### config.mk
export PLATFORM = sky130hd
export DESIGN_NAME = micro_uart_rx_ctrl
export DESIGN_NICKNAME = d
export VERILOG_FILES = /design/src/rtl/micro_uart_pkg.sv /design/src/rtl/micro_sync_fifo.sv /design/src/rtl/micro_uart_rx_ctrl.sv
export SDC_FILE = /design/constraint.sdc
export NUM_CORES = 1
export LEC_CHECK = 0
export BUFFER_PORTS_ARGS = -buffer_cell sky130_fd_sc_hd__clkbuf_2
export CAP_MARGIN = 15
export CORE_UTILIZATION = 47
export CTS_BUF_LIST = sky130_fd_sc_hd__clkbuf_4
export CTS_CLUSTER_SIZE = 40
export DETAILED_ROUTE_END_ITERATION = 6
export GPL_ROUTABILITY_DRIVEN = 0
export PLACE_DENSITY = 0.66
export SLEW_MARGIN = 10
export SYNTH_ARGS = -nofsm -noshare
export SYNTH_HDL_FRONTEND = slang
export SYNTH_SLANG_ARGS = --single-unit
export TNS_END_PERCENT = 5
### constraint.sdc
create_clock -name clock -period 5.1 [get_ports clock]
set_input_delay 1.02 -clock clock [delete_from_list [all_inputs] [get_ports clock]]
set_output_delay 1.02 -clock clock [all_outputs]
set_load 0.02 [all_outputs]
### src/rtl/micro_uart_pkg.sv
// Shared definitions for the micro UART receive controller: register map,
// status/control bit positions and the controller frame-tracking states.
package micro_uart_pkg;

  localparam logic [1:0] RX_DATA   = 2'd0;
  localparam logic [1:0] RX_STATUS = 2'd1;
  localparam logic [1:0] RX_COUNT  = 2'd2;
  localparam logic [1:0] RX_THRESH = 2'd3;

  localparam int ST_NONEMPTY = 0;
  localparam int ST_IRQ      = 1;
  localparam int ST_FULL     = 2;
  localparam int ST_OVERRUN  = 3;
  localparam int ST_BUSY     = 4;
  localparam int ST_RTS      = 5;

  localparam int CT_RX_ENA   = 0;
  localparam int CT_IRQ_ENA  = 1;
  localparam int CT_FLUSH    = 2;
  localparam int CT_CLR_OVR  = 3;

  typedef enum logic {
    IDLE  = 1'b0,
    FRAME = 1'b1
  } rx_state_e;

endpackage

### src/rtl/micro_sync_fifo.sv
// Synchronous FIFO with registered read port; push/pop/flush arbitration only,
// overflow policy belongs to the instantiating controller.
module micro_sync_fifo #(
  parameter  int DEPTH  = 16,
  parameter  int WIDTHD = 8,
  localparam int WIDTHA = $clog2(DEPTH)
) (
  input  logic              clock,
  input  logic              clock_sreset,
  input  logic              push,
  input  logic              pop,
  input  logic              flush,
  input  logic [WIDTHD-1:0] wdata,
  output logic [WIDTHD-1:0] rdata,
  output logic [WIDTHA:0]   count,
  output logic              full,
  output logic              empty
);

  localparam logic [WIDTHA:0]   CNT_ONE = (WIDTHA+1)'(1);
  localparam logic [WIDTHA-1:0] PTR_ONE = WIDTHA'(1);

  logic [WIDTHD-1:0] mem_q [DEPTH];
  logic [WIDTHD-1:0] rdata_q;
  logic [WIDTHA-1:0] wr_ptr_q, wr_ptr_d, rd_ptr_q, rd_ptr_d;
  logic [WIDTHA:0]   count_q, count_d;
  logic              do_push, do_pop;

  assign full  = (count_q == (WIDTHA+1)'(DEPTH));
  assign empty = (count_q == '0);
  assign count = count_q;
  assign rdata = rdata_q;

  // Flush wins over both ports; a full FIFO still accepts a push when a pop frees the slot.
  assign do_pop  = pop & ~empty & ~flush;
  assign do_push = push & (~full | do_pop) & ~flush;

  always_comb begin
    wr_ptr_d = wr_ptr_q;
    rd_ptr_d = rd_ptr_q;
    count_d  = count_q;
    if (flush) begin
      wr_ptr_d = '0;
      rd_ptr_d = '0;
      count_d  = '0;
    end else begin
      if (do_push) wr_ptr_d = wr_ptr_q + PTR_ONE;
      if (do_pop)  rd_ptr_d = rd_ptr_q + PTR_ONE;
      if (do_push && !do_pop)      count_d = count_q + CNT_ONE;
      else if (do_pop && !do_push) count_d = count_q - CNT_ONE;
    end
  end

  always_ff @(posedge clock) begin
    if (clock_sreset) begin
      wr_ptr_q <= '0;
      rd_ptr_q <= '0;
      count_q  <= '0;
    end else begin
      wr_ptr_q <= wr_ptr_d;
      rd_ptr_q <= rd_ptr_d;
      count_q  <= count_d;
    end
  end

  always_ff @(posedge clock) begin
    if (do_push) mem_q[wr_ptr_q] <= wdata;
    if (do_pop)  rdata_q <= mem_q[rd_ptr_q];
  end

endmodule

### src/rtl/micro_uart_rx_ctrl.sv
// CPU-facing receive controller: byte FIFO, 4-register bus port, level interrupt.
// Optional RTS flow control is enabled by defining MICRO_UART_RX_CTRL_RTS_EN.
module micro_uart_rx_ctrl
  import micro_uart_pkg::*;
#(
  parameter int DEPTH      = 16,
  parameter int RTS_MARGIN = 4
) (
  input  logic       clock,
  input  logic       clock_sreset,
  input  logic [1:0] addr,
  input  logic       wr_ena,
  input  logic       rd_ena,
  input  logic [7:0] wr_data,
  output logic [7:0] rd_data,
  input  logic [7:0] rx_data,
  input  logic       rx_valid,
  input  logic       rx_busy,
  output logic       enable_rxd,
  output logic       irq
`ifdef MICRO_UART_RX_CTRL_RTS_EN
  ,
  output logic       rts_n
`endif
);

  localparam int WIDTHA = $clog2(DEPTH);
  localparam logic [WIDTHA:0] THR_ONE   = (WIDTHA+1)'(1);
  localparam logic [WIDTHA:0] THR_DEPTH = (WIDTHA+1)'(DEPTH);

  function automatic logic [WIDTHA:0] clamp_thresh(input logic [WIDTHA:0] v);
    if (v == '0)       return THR_ONE;
    if (v > THR_DEPTH) return THR_DEPTH;
    return v;
  endfunction

  logic [7:0]      fifo_rdata;
  logic [WIDTHA:0] fifo_count;
  logic            fifo_full, fifo_empty;

  logic            rx_ena_q, rx_ena_d, irq_ena_q, irq_ena_d;
  logic            overrun_q, overrun_d, irq_q, irq_d;
  logic            sel_fifo_q, sel_fifo_d, busy_q;
  logic [WIDTHA:0] thresh_q, thresh_d;
  logic [7:0]      rd_data_q, rd_data_d, status;
  rx_state_e       state_q, state_d;

  logic wr_ctrl, flush, clr_ovr, pop_ok, ovr_set, unused_ok;

  assign wr_ctrl = wr_ena & (addr == RX_STATUS);
  assign flush   = wr_ctrl & wr_data[CT_FLUSH];
  assign clr_ovr = wr_ctrl & wr_data[CT_CLR_OVR];
  assign pop_ok  = rd_ena & (addr == RX_DATA) & ~fifo_empty & ~flush;
  assign ovr_set = rx_valid & fifo_full & ~pop_ok & ~flush;

  micro_sync_fifo #(
    .DEPTH  (DEPTH),
    .WIDTHD (8)
  ) u_fifo (
    .clock        (clock),
    .clock_sreset (clock_sreset),
    .push         (rx_valid),
    .pop          (pop_ok),
    .flush        (flush),
    .wdata        (rx_data),
    .rdata        (fifo_rdata),
    .count        (fifo_count),
    .full         (fifo_full),
    .empty        (fifo_empty)
  );

`ifdef MICRO_UART_RX_CTRL_RTS_EN
  logic rts_n_q, rts_n_d;
  assign rts_n_d   = ((DEPTH - int'(fifo_count)) <= RTS_MARGIN) | ~rx_ena_q;
  assign rts_n     = rts_n_q;
  assign unused_ok = ^wr_data;

  always_ff @(posedge clock) begin
    if (clock_sreset) rts_n_q <= 1'b1;
    else              rts_n_q <= rts_n_d;
  end
`else
  assign unused_ok = ^{wr_data, 1'(RTS_MARGIN)};
`endif

  always_comb begin
    status              = '0;
    status[ST_NONEMPTY] = ~fifo_empty;
    status[ST_IRQ]      = irq_q;
    status[ST_FULL]     = fifo_full;
    status[ST_OVERRUN]  = overrun_q;
    status[ST_BUSY]     = rx_busy;
`ifdef MICRO_UART_RX_CTRL_RTS_EN
    status[ST_RTS]      = ~rts_n_q;
`else
    status[ST_RTS]      = 1'b0;
`endif
  end

  always_comb begin
    rx_ena_d   = rx_ena_q;
    irq_ena_d  = irq_ena_q;
    overrun_d  = overrun_q;
    thresh_d   = thresh_q;
    rd_data_d  = rd_data_q;
    sel_fifo_d = sel_fifo_q;
    if (wr_ctrl) begin
      rx_ena_d  = wr_data[CT_RX_ENA];
      irq_ena_d = wr_data[CT_IRQ_ENA];
    end
    if (ovr_set)      overrun_d = 1'b1;
    else if (clr_ovr) overrun_d = 1'b0;
    if (wr_ena && addr == RX_THRESH) thresh_d = clamp_thresh(wr_data[WIDTHA:0]);
    // A popped head byte comes straight from the FIFO's read register next cycle.
    if (rd_ena) begin
      sel_fifo_d = pop_ok;
      unique case (addr)
        RX_DATA:   rd_data_d = 8'h00;
        RX_STATUS: rd_data_d = status;
        RX_COUNT:  rd_data_d = 8'(fifo_count);
        RX_THRESH: rd_data_d = 8'(thresh_q);
        default:   rd_data_d = 8'h00;
      endcase
    end
    irq_d = irq_ena_q & ((fifo_count >= thresh_q) | overrun_q);
  end

  always_comb begin
    state_d = state_q;
    unique case (state_q)
      IDLE:    if (rx_busy && !busy_q) state_d = FRAME;
      FRAME:   if (rx_valid || (!rx_busy && busy_q)) state_d = IDLE;
      default: state_d = IDLE;
    endcase
  end

  always_ff @(posedge clock) begin
    if (clock_sreset) begin
      rx_ena_q   <= 1'b0;
      irq_ena_q  <= 1'b0;
      overrun_q  <= 1'b0;
      irq_q      <= 1'b0;
      thresh_q   <= THR_ONE;
      rd_data_q  <= 8'h00;
      sel_fifo_q <= 1'b0;
      busy_q     <= 1'b0;
      state_q    <= IDLE;
    end else begin
      rx_ena_q   <= rx_ena_d;
      irq_ena_q  <= irq_ena_d;
      overrun_q  <= overrun_d;
      irq_q      <= irq_d;
      thresh_q   <= thresh_d;
      rd_data_q  <= rd_data_d;
      sel_fifo_q <= sel_fifo_d;
      busy_q     <= rx_busy;
      state_q    <= state_d;
    end
  end

  assign rd_data    = sel_fifo_q ? fifo_rdata : rd_data_q;
  assign enable_rxd = rx_ena_q;
  assign irq        = irq_q;

endmodule

==> results of run 1 <==
==> cell families (layout without fill, tap and decap cells) <==
kind of cell    Yosys count  count (layout)
flops                   164             164
fa+ha+maj                15              15
simple gates            101             101
other cells               0               1
mux                      44              44
compound gates           57              57
xor+xnor                  4               4
buf+inv                  35              79
==> state kept, by name, summed over array words and instances (netlist names), 4 cells and up <==
signal,cells
rd_data_q,5
thresh_q,5
u_fifo.count,5
u_fifo.mem_q,128
u_fifo.rd_ptr_q,4
u_fifo.rdata,8
u_fifo.wr_ptr_q,4
==> per-stage QoR <==
| step | cells | hold WS [ps] |
|---|---|---|
| floorplan | 420 | 450 |
| global placement | 612 | 444 |
| detailed placement | 612 | 477 |
| CTS | 644 | 495 |
| global route | 645 | 516 |
| finish | 645 | 484 |
==> worst register-to-register path, cell delays in order, from the launching register on <==
cell and delay [ps]:
dfxtp_1 390, or4_1 720, o311ai_4 480, inv_4 150, ha_1 230, inv_1 160
ha_1 300, a21oi_1 240, a211oi_1 130, a31oi_1 190, mux2_2 350
==> worst paths after layout <==
check	startpoint	to	slack (ps)	depth (start not counted)
worst max-delay path	u_fifo.count[0]	u_fifo.count[4]	1690	10
worst min register to register	enable_rxd	enable_rxd	480	2
worst min-delay path	enable_rxd	enable_rxd	480	2
worst max register to register	u_fifo.count[0]	u_fifo.count[4]	1690	10
==> synth_stat cells, types with 5 or more instances <==
cell / count / area (um2)
nand2_1: 21 / 78.8
nor2_1: 31 / 116
inv_1: 10 / 37.5
buf_2: 5 / 25.0
edfxtp_1: 136 / 4080
clkbuf_1: 15 / 56.3
mux4_2: 32 / 721
ha_1: 14 / 175
a211oi_1: 6 / 45.0
nor3_1: 5 / 25.0
nand2b_1: 6 / 37.5
a22oi_1: 20 / 150
a21oi_1: 16 / 80.1
nand3_1: 9 / 45.0
mux2_2: 6 / 67.6
dfxtp_1: 28 / 561
==> area by class of cell <==
type	count	area share, %
Tap cell	180	3.04
Antenna cell	1	0.0338
Inverter	12	0.642
Timing Repair Buffer	35	2.54
Sequential cell	164	62.8
Multi-Input combinational cell	221	27.3
Clock inverter	14	1.86
Clock buffer	18	1.83
==> where the power goes <==
| group | internal (mW) | switching, mW |
|---|---|---|
| logic | 0.181 | 0.239 |
| clock network | 0.220 | 0.493 |
| registers | 1.51 | 0.0523 |
| total | 1.91 | 0.783 |
==> per-layer routing <==
metal  part of all wire [%]  global-route usage [%]
met1                     45                    26.1
met2                     49                    30.4
met3                    5.6                    4.60
met4                   0.88                    6.17
met5                      0                       0
==> results.cfg, run 1 <==
[global_routing]
grt_first_pass_wirelength_um = 20200
globalRouteTotalUtil_pct = 19.2
gr-total-overflow = 0
pin_count_of_the_biggest_net_entering_global_routing = 28
first_global_vias = 3571
number_of_antenna_violations_at_the_first_check_in_global_routing = 1

[setup_path]
startpoint_type = flip-flop
most_frequent_cell_on_critical_path = ha_1
worst-setup-path-type = reg2reg
critPathSlowestCell = or4_1
cp-end-kind = flip-flop
worst_ep_required_time_ps = 5560
crit_buf_inv = 2
critical-path-max-stage-delay_ps = 720
crit_family = compound AO/OA/AOI/OAI gates
crit_path_cell_trace = or4_1, o311ai_4, inv_4, ha_1, inv_1, ha_1, a21oi_1, a211oi_1, a31oi_1, mux2_2
crit_arrival_ps = 3870
crit_fanout = 7

[sta]
finalCritPeriodShare_pct = 66.8
max-slew-margin-rel_pct = 44.7
max_slew_violations = 0
worst-slew-pin-transition_ps = 827
timing_hold_violations_final = 0
timing.final.crit_period_ps = 3410
setup_repair_after_global_routing_missed_its_margin = false
post-route-worst-setup-slack_ps = 1690
totalNegativeSetupSlack_ps = 0
setup_viol_count_final = 0
finalClockSkew_ps = 29.6
fmaxAchievable_mhz = 293

[cts]
clock_path_buffers = 2
clock_tree.htree_level_count = 4
cts_tree = yes
clk_latency_ps = 560
post_cts.resized_instances = 0
clock_tree.root_cell = clkbuf_4
numCtsBuffers = 17
postCtsSetupRepairBufs = 0
clk_pin_slew_worst_paths_ps = 130
cts.sink_count = 164
cts_stage_hold_buffer_count = 0

[logic_synthesis]
synthesis.nets = 459
synth_async_sr_flop_share_pct = 0
synth-main-ff-cell = edfxtp_1
synth-edff-count = 136
ys_warn_count = 0
postSynthRegisterBits = 164
syn-mean-instance-area_um2 = 16.2
synth_top_family_by_area = multiplexers
yosys.cell_types.count = 45
syn-cell-area_um2 = 6810
postSynthCellCount = 420
muxShareOfSynthArea_pct = 12.5
synth_sequential_area_ratio_pct = 68.2
synth_compound_area_share_pct = 5.89
post_synth_fa_ha_maj_area_fraction_pct = 2.86
share_of_synthesized_cell_area_in_and_or_nand_and_nor_gates_pct = 7.90
synth_xor_xnor_area_share_pct = 0.514

[floorplan]
floorplan.initialDensity_pct = 48.7
design.die.area_um2 = 15000
die_y_um = 122
fp_rows = 43
fp.dieW_um = 122
coreArea_um2 = 14000
io_pins = 34

[status]
run_status = complete, no violations

[placement]
area_after_dpl_um2 = 7130
hpwlAfterDp_um = 8670
pre_cts_ws_ps = 1420
io_buffers = 30

[detailed_routing]
routed_wire_length_per_instance_um = 20.3
drt_pass1_iterations = 7
wirelength_um = 13100
vias_per_std_cell = 5.66
routed_via_count = 3648
drt.antenna.violating_nets = 0
drt_iter0_markers = 279
detail_route.drc_violations = 0

[cells_and_area]
post-route-util_pct = 52.9
layout_common_cells = 136 x edfxtp_1, 32 x mux4_2, 31 x nor2_1
multiInputGateArea_um2 = 2020
syn2layout_area_growth_pct = 8.65
fillers = 1155
layout.cells.most_common = edfxtp_1
final-seq-area_um2 = 4650
final_layout_size_suffix_gt1_share_pct = 25.6
post-route-cell-area_um2 = 7400
nNetsFinal = 490

[flow_run]
drv.max_cap_violation_count = 0

[hold_path]
hold_path.class = reg2reg

[power]
static-leakage-power_nw = 2.46
power.density_nw_per_um2 = 364
vdd_drop_max_v = 0.000148
report.power.total_mw = 2.69
(Power assumes the default switching activity.)
==> run 2, diff against run 1 <==
--- a/config.mk
+++ b/config.mk
@@ -5,6 +5,7 @@
 export SDC_FILE = /design/constraint.sdc
 export NUM_CORES = 1
 export LEC_CHECK = 0
+export ABC_AREA = 1
 export BUFFER_PORTS_ARGS = -buffer_cell sky130_fd_sc_hd__clkbuf_2
 export CAP_MARGIN = 15
 export CORE_UTILIZATION = 47
==> constraint.sdc (replaced) <==
create_clock -name clock -period 3.3 [get_ports clock]
set_input_delay 0.66 -clock clock [delete_from_list [all_inputs] [get_ports clock]]
set_output_delay 0.66 -clock clock [all_outputs]
set_load 0.02 [all_outputs]
==> run 2 against run 1 <==
  * Sequential cell count did not move
  * Die area grew 6.4%
  * Area after synthesis up 6.5%
  * Register-to-register slack got worse by 850 ps
  * Routed wire length increased by 15%
  * Final area grew 5.9%
  * Utilization fell by 1.2 points
  * Largest power group unchanged
  * Hold slack got worse by 160 ps
  * Critical endpoint is now u_fifo.count[3]
==> results.cfg, run 2 <==
[status]
run_status = complete, no violations

[cts]
clock_tree.htree_level_count = 4
postCtsSetupRepairBufs = 0
numCtsBuffers = 17
post_cts.resized_instances = 0
clk_pin_slew_worst_paths_ps = 150
cts.sink_count = 164
clock_path_buffers = 2
cts_stage_hold_buffer_count = 0
cts_tree = yes
clk_latency_ps = 560
clock_tree.root_cell = clkbuf_4

[global_routing]
globalRouteMet2Util_pct = 33.6
gr-total-overflow = 0
pin_count_of_the_biggest_net_entering_global_routing = 79
first_global_vias = 4707
grt.met1_usage_pct = 26.2
grt_first_pass_wirelength_um = 24300
grt-busiest-layer = met2
number_of_antenna_violations_at_the_first_check_in_global_routing = 1
gr-usage-met3_pct = 5.14
globalRouteTotalUtil_pct = 20.3

[cells_and_area]
final_layout_size_suffix_gt1_share_pct = 15.1
post-route-util_pct = 51.8
nNetsFinal = 754
largest-register = u_fifo.mem_q
layout.cells.most_common = edfxtp_1
largest_register_ff_count = 128
syn2layout_area_growth_pct = 8.04
layout_common_cells = 136 x edfxtp_1, 133 x nor2_1, 88 x nand2_1
fillers = 1323

[sta]
post-route-worst-setup-slack_ps = 842
fmaxAchievable_mhz = 407
timing.final.crit_period_ps = 2460
timing_hold_violations_final = 0
setup_repair_after_global_routing_missed_its_margin = false
setup_viol_count_final = 0
finalCritPeriodShare_pct = 74.5
max-slew-margin-rel_pct = 40.2
finalClockSkew_ps = 32.9
worst-slew-pin-transition_ps = 894
max_slew_violations = 0
totalNegativeSetupSlack_ps = 0

[floorplan]
fp.dieW_um = 126
design.die.area_um2 = 15900
fp_rows = 45
coreArea_um2 = 15100
die_y_um = 126
io_pins = 34
floorplan.initialDensity_pct = 47.9

[setup_path]
worstReg2RegEnd = u_fifo.count[3]
critical-path-max-stage-delay_ps = 430
reg2regPathDepth = 14
crit_path_start = u_fifo.count[1]
setup.reg_to_reg.worst_slack_ps = 840
critPathSlowestCell = dfxtp_1
crit_path_cell_trace = inv_1, nand2_1, nor2_2, nand3_2, nand2_4, inv_8, ha_1, inv_1, ha_1, a21oi_1, a21o_1, nand3_1, nand2_1, inv_1
worst-setup-path-type = reg2reg
setup.worst_path.end = u_fifo.count[3]
startpoint_type = flip-flop
crit_fanout = 6
r2r_start = u_fifo.count[1]
worst_ep_required_time_ps = 3760
cp-end-kind = flip-flop
crit_arrival_ps = 2920
most_frequent_cell_on_critical_path = inv_1

[detailed_routing]
drt.antenna.violating_nets = 0
drt_pass1_iterations = 5
vias_per_std_cell = 5.33
wirelength_um = 15100
drt_iter0_markers = 344
detail_route.drc_violations = 0
routed_via_count = 4886
routed_wire_length_per_instance_um = 16.4

[power]
vdd_drop_max_v = 0.000339
report.power.total_mw = 4.06
power.density_nw_per_um2 = 518
power.clock.fraction_pct = 27.3
power.share.switching_pct = 29.7
power.net_switching_mw = 1.21
static-leakage-power_nw = 2.93
comb_power_share_pct = 14.6
design_internal_power_mw = 2.85
pwr-share-seq_pct = 58.1

[logic_synthesis]
syn-mean-instance-area_um2 = 10.6
synthMostInstantiatedCell = edfxtp_1
synth-edff-count = 136
synth_sequential_area_ratio_pct = 64.0
yosys.area.top_type_share_pct = 56.3
ys_warn_count = 0
synth_async_sr_flop_share_pct = 0
synth-main-ff-cell = edfxtp_1
post-synth-top-area-cell = edfxtp_1
postSynthCellCount = 683
postSynthRegisterBits = 164
synth.top_cells.by_count = 136 x edfxtp_1, 133 x nor2_1, 88 x nand2_1
synthesis.nets = 722
synth_area_leaders = edfxtp_1 56%, dfxtp_1 7.7%, nor2_1 6.9%
yosys.cell_types.count = 41
syn-cell-area_um2 = 7260

[hold_path]
hold_path_depth = 2
hold_path.class = in2reg

[placement]
io_buffers = 30
hpwlAfterDp_um = 9730
pre_cts_ws_ps = 555

[flow_run]
drv.max_cap_violation_count = 0
[run 2: cell count changes in the layout (fill, tap and decap cells not counted), sizes merged, moves of 10 or more]
cell	delta
a22oi	-20
inv	+44
mux4	-32
nand2	+71
nand3	+53
nor2	+103
o211ai	+10
o21ai	+54
[run 2: cells by family (layout without fill, tap and decap cells)]
| kind of cell | after synthesis | in the layout | share of synthesized area (%) |
|---|---|---|---|
| compound gates | 103 | 103 | 7.98 |
| xor+xnor | 6 | 6 | 0.724 |
| fa+ha+maj | 15 | 15 | 2.69 |
| buf+inv | 86 | 131 | 5.47 |
| flops | 164 | 164 | 64.0 |
| mux | 5 | 5 | 0.776 |
| other cells | 0 | 1 | 0 |
| simple gates | 304 | 304 | 18.3 |
[run 2: layout make-up]
| type | count | area (um2) | area share [%] |
|---|---|---|---|
| inverters | 56 | 221 | 2.83 |
| diodes | 1 | 2.50 | 0.0319 |
| clock buffers | 18 | 135 | 1.72 |
| clock inverters | 14 | 136 | 1.74 |
| flip-flops and latches | 164 | 4650 | 59.3 |
| multi-input cells | 433 | 2210 | 28.3 |
| repair buffers | 43 | 248 | 3.16 |
| well taps | 188 | 235 | 3.00 |
[run 2: worst max-delay path: cells and delay by family, from the launching register on]
kind | cells | cell delay (ps)
simple gates | 6 | 680
fa+ha+maj | 2 | 540
flops | 1 | 430
buf+inv | 4 | 360
compound gates | 2 | 360
[run 2: layer usage]
layer  share of wire [%]  vias to the layer above  wire, um
li1                    -                     2409         -
met1                  45                     2309      6790
met5                   0                        -         0
met4                 1.2                        0       182
met3                 5.5                       15       829
met2                  48                      153      7270
[run 2: power by group through the flow]
stage / registers, mW / clock network, mW / logic (mW)
final: 2.36 / 1.11 / 0.592
after global routing: 2.37 / 1.22 / 0.675
after CTS: 2.36 / 1.14 / 0.596
after detailed placement: 2.41 / 0 / 0.594
after global placement: 2.40 / 0 / 0.571
after floorplan: 2.38 / 0 / 0.444
[run 2: worst min path at each step]
| stage | start | end |
|---|---|---|
| after floorplan | irq_ena_q | irq_ena_q |
| after global placement | irq_ena_q | irq_ena_q |
| after detailed placement | irq_ena_q | irq_ena_q |
| after CTS | wr_data[4] | thresh_q[0] |
| after global routing | wr_data[4] | thresh_q[0] |
| final | wr_data[4] | thresh_q[0] |
[run 2: per-stage QoR]
stage	cells	hold WS [ps]	instance area, um2
after detailed placement	884	455	7560
after global routing	917	290	7840
after floorplan	683	430	7260
after global placement	884	452	7560
after CTS	916	278	7840
final	917	326	7840
==> run 3, diff against run 2 <==
--- a/config.mk
+++ b/config.mk
@@ -13,7 +13,7 @@
 export CTS_CLUSTER_SIZE = 40
 export DETAILED_ROUTE_END_ITERATION = 6
 export GPL_ROUTABILITY_DRIVEN = 0
-export PLACE_DENSITY = 0.66
+export PLACE_DENSITY = 0.68
 export SLEW_MARGIN = 10
 export SYNTH_ARGS = -nofsm -noshare
 export SYNTH_HDL_FRONTEND = slang
==> constraint.sdc (replaced) <==
create_clock -name clock -period 2.25 [get_ports clock]
set_input_delay 0.45 -clock clock [delete_from_list [all_inputs] [get_ports clock]]
set_output_delay 0.45 -clock clock [all_outputs]
set_load 0.02 [all_outputs]
==> run 3 against run 2 <==
  * Combinational power increased by 74%
  * Cell count grew 3.3%
  * Non-clock buffer count increased by 30
  * Critical path depth grew 1
  * Register-to-register slack lost 700 ps
  * Highest routed layer unchanged
  * Sequential cell count stayed put
  * Hold slack got worse by 200 ps
  * Setup slack got worse by 700 ps
  * Sequential share of layout area fell by 2.1 points
  * First-iteration DRC count rose by 22%
  * Clock-buffer cell count down 1
==> results.cfg, run 3 (synthesis gave the netlist of run 2 again) <==
[sta]
timing_hold_violations_final = 0
fmaxAchievable_mhz = 474
finalCritPeriodShare_pct = 93.8
worst-slew-pin-transition_ps = 679
max-slew-margin-rel_pct = 54.7
setup_viol_count_final = 0
max_slew_violations = 0
finalClockSkew_ps = 24.3
setup_repair_after_global_routing_missed_its_margin = false
post-route-worst-setup-slack_ps = 140
hold_slack_ps = 130
timing.final.crit_period_ps = 2110
totalNegativeSetupSlack_ps = 0

[cells_and_area]
largest_register_ff_count = 128
fillers = 1330
post-route-cell-area_um2 = 8140
final_cells = 947
final_layout_size_suffix_gt1_share_pct = 19.3
nNetsFinal = 784
final-seq-area_um2 = 4650
multiInputGateArea_um2 = 2240
layout_common_cells = 136 x edfxtp_1, 133 x nor2_1, 88 x nand2_1
layout.cells.most_common = edfxtp_1
post-route-util_pct = 53.7
syn2layout_area_growth_pct = 12.2
largest-register = u_fifo.mem_q

[detailed_routing]
detail_route.drc_violations = 0
vias_per_std_cell = 5.44
routed_via_count = 5147
drt.antenna.violating_nets = 0
routed_wire_length_per_instance_um = 16.6
drt_pass1_iterations = 5
wirelength_um = 15700
drt_iter0_markers = 418

[global_routing]
grt_first_pass_wirelength_um = 25000
number_of_antenna_violations_at_the_first_check_in_global_routing = 1
globalRouteTotalUtil_pct = 20.7
first_global_vias = 4993
gr-total-overflow = 0
pin_count_of_the_biggest_net_entering_global_routing = 69

[setup_path]
worst_ep_required_time_ps = 2720
crit_fanout = 5
crit_arrival_ps = 2580
cp-end-kind = flip-flop
startpoint_type = flip-flop
worst-setup-path-type = reg2reg

[power]
comb_power_share_pct = 16.6
design_internal_power_mw = 4.29
power.net_switching_mw = 1.87
static-leakage-power_nw = 3.10
pwr-share-seq_pct = 55.9
report.power.total_mw = 6.16
vdd_drop_max_v = 0.000280
power.density_nw_per_um2 = 757
power.clock.fraction_pct = 27.4
power.share.switching_pct = 30.4

[floorplan]
fp.dieW_um = 126
die_y_um = 126
floorplan.initialDensity_pct = 47.9
io_pins = 34
coreArea_um2 = 15100
design.die.area_um2 = 15900
fp_rows = 45

[flow_run]
drv.max_cap_violation_count = 0

[cts]
clock_tree.htree_level_count = 4
clk_pin_slew_worst_paths_ps = 150
clk_latency_ps = 560
numCtsBuffers = 17
clock_tree.root_cell = clkbuf_4
cts.sink_count = 164
clock_path_buffers = 2
cts_stage_hold_buffer_count = 0
cts_tree = yes

[placement]
dp.cells = 911
io_buffers = 30
area_after_dpl_um2 = 7790
pre_cts_ws_ps = -32.8
hpwlAfterDp_um = 10400

[hold_path]
hold_path.class = in2reg

[status]
run_status = complete, no violations
-- run 3: timing repair --
item / CTS / global route
buffers inserted: 0 / 3
setup endpoints to repair: 0 / 3
resized for setup: 0 / 7
-- run 3: critical path, cell delays in order, from the launching register on --
cell and delay (ps):
dfxtp_4 400, inv_1 80, nand2_1 60, nor2_2 140
nand3_2 110, nand2_4 130, inv_8 30, ha_1 210
inv_2 130, buf_4 130, ha_1 220, nand3_1 110
a21o_1 120, nand3_1 60, nand2_1 60, inv_1 40
-- run 3: worst paths after layout --
path                    from              end  slack [ps]  cells after the start
max reg2reg  u_fifo.count[3]  u_fifo.count[3]         140                     15
min               wr_data[4]      thresh_q[0]         130                      2
min reg2reg     rd_data_q[1]     rd_data_q[1]         480                      2
max          u_fifo.count[3]  u_fifo.count[3]         140                     15
-- run 3: metal layers --
metal	routed length, um	global-route usage (%)	vias up
met5	0	0	-
met4	219	7.23	0
met3	949	4.42	20
met2	7650	34.5	178
met1	6900	26.8	2483
li1	-	-	2466
-- run 3: power groups by stage --
stage	clock network (mW)	logic [mW]	registers [mW]
after detailed placement	0	0.966	3.51
after global placement	0	0.921	3.50
after floorplan	0	0.651	3.50
after global routing	1.85	1.14	3.46
after CTS	1.72	0.971	3.44
final	1.69	1.03	3.45
-- run 3: layout make-up --
cell class / count / share of cell area, %
clock buffers: 17 / 1.57
well taps: 188 / 2.89
flip-flops and latches: 164 / 57.1
inverters: 56 / 2.72
diodes: 1 / 0.0307
repair buffers: 73 / 6.12
multi-input cells: 433 / 27.6
clock inverters: 15 / 1.95
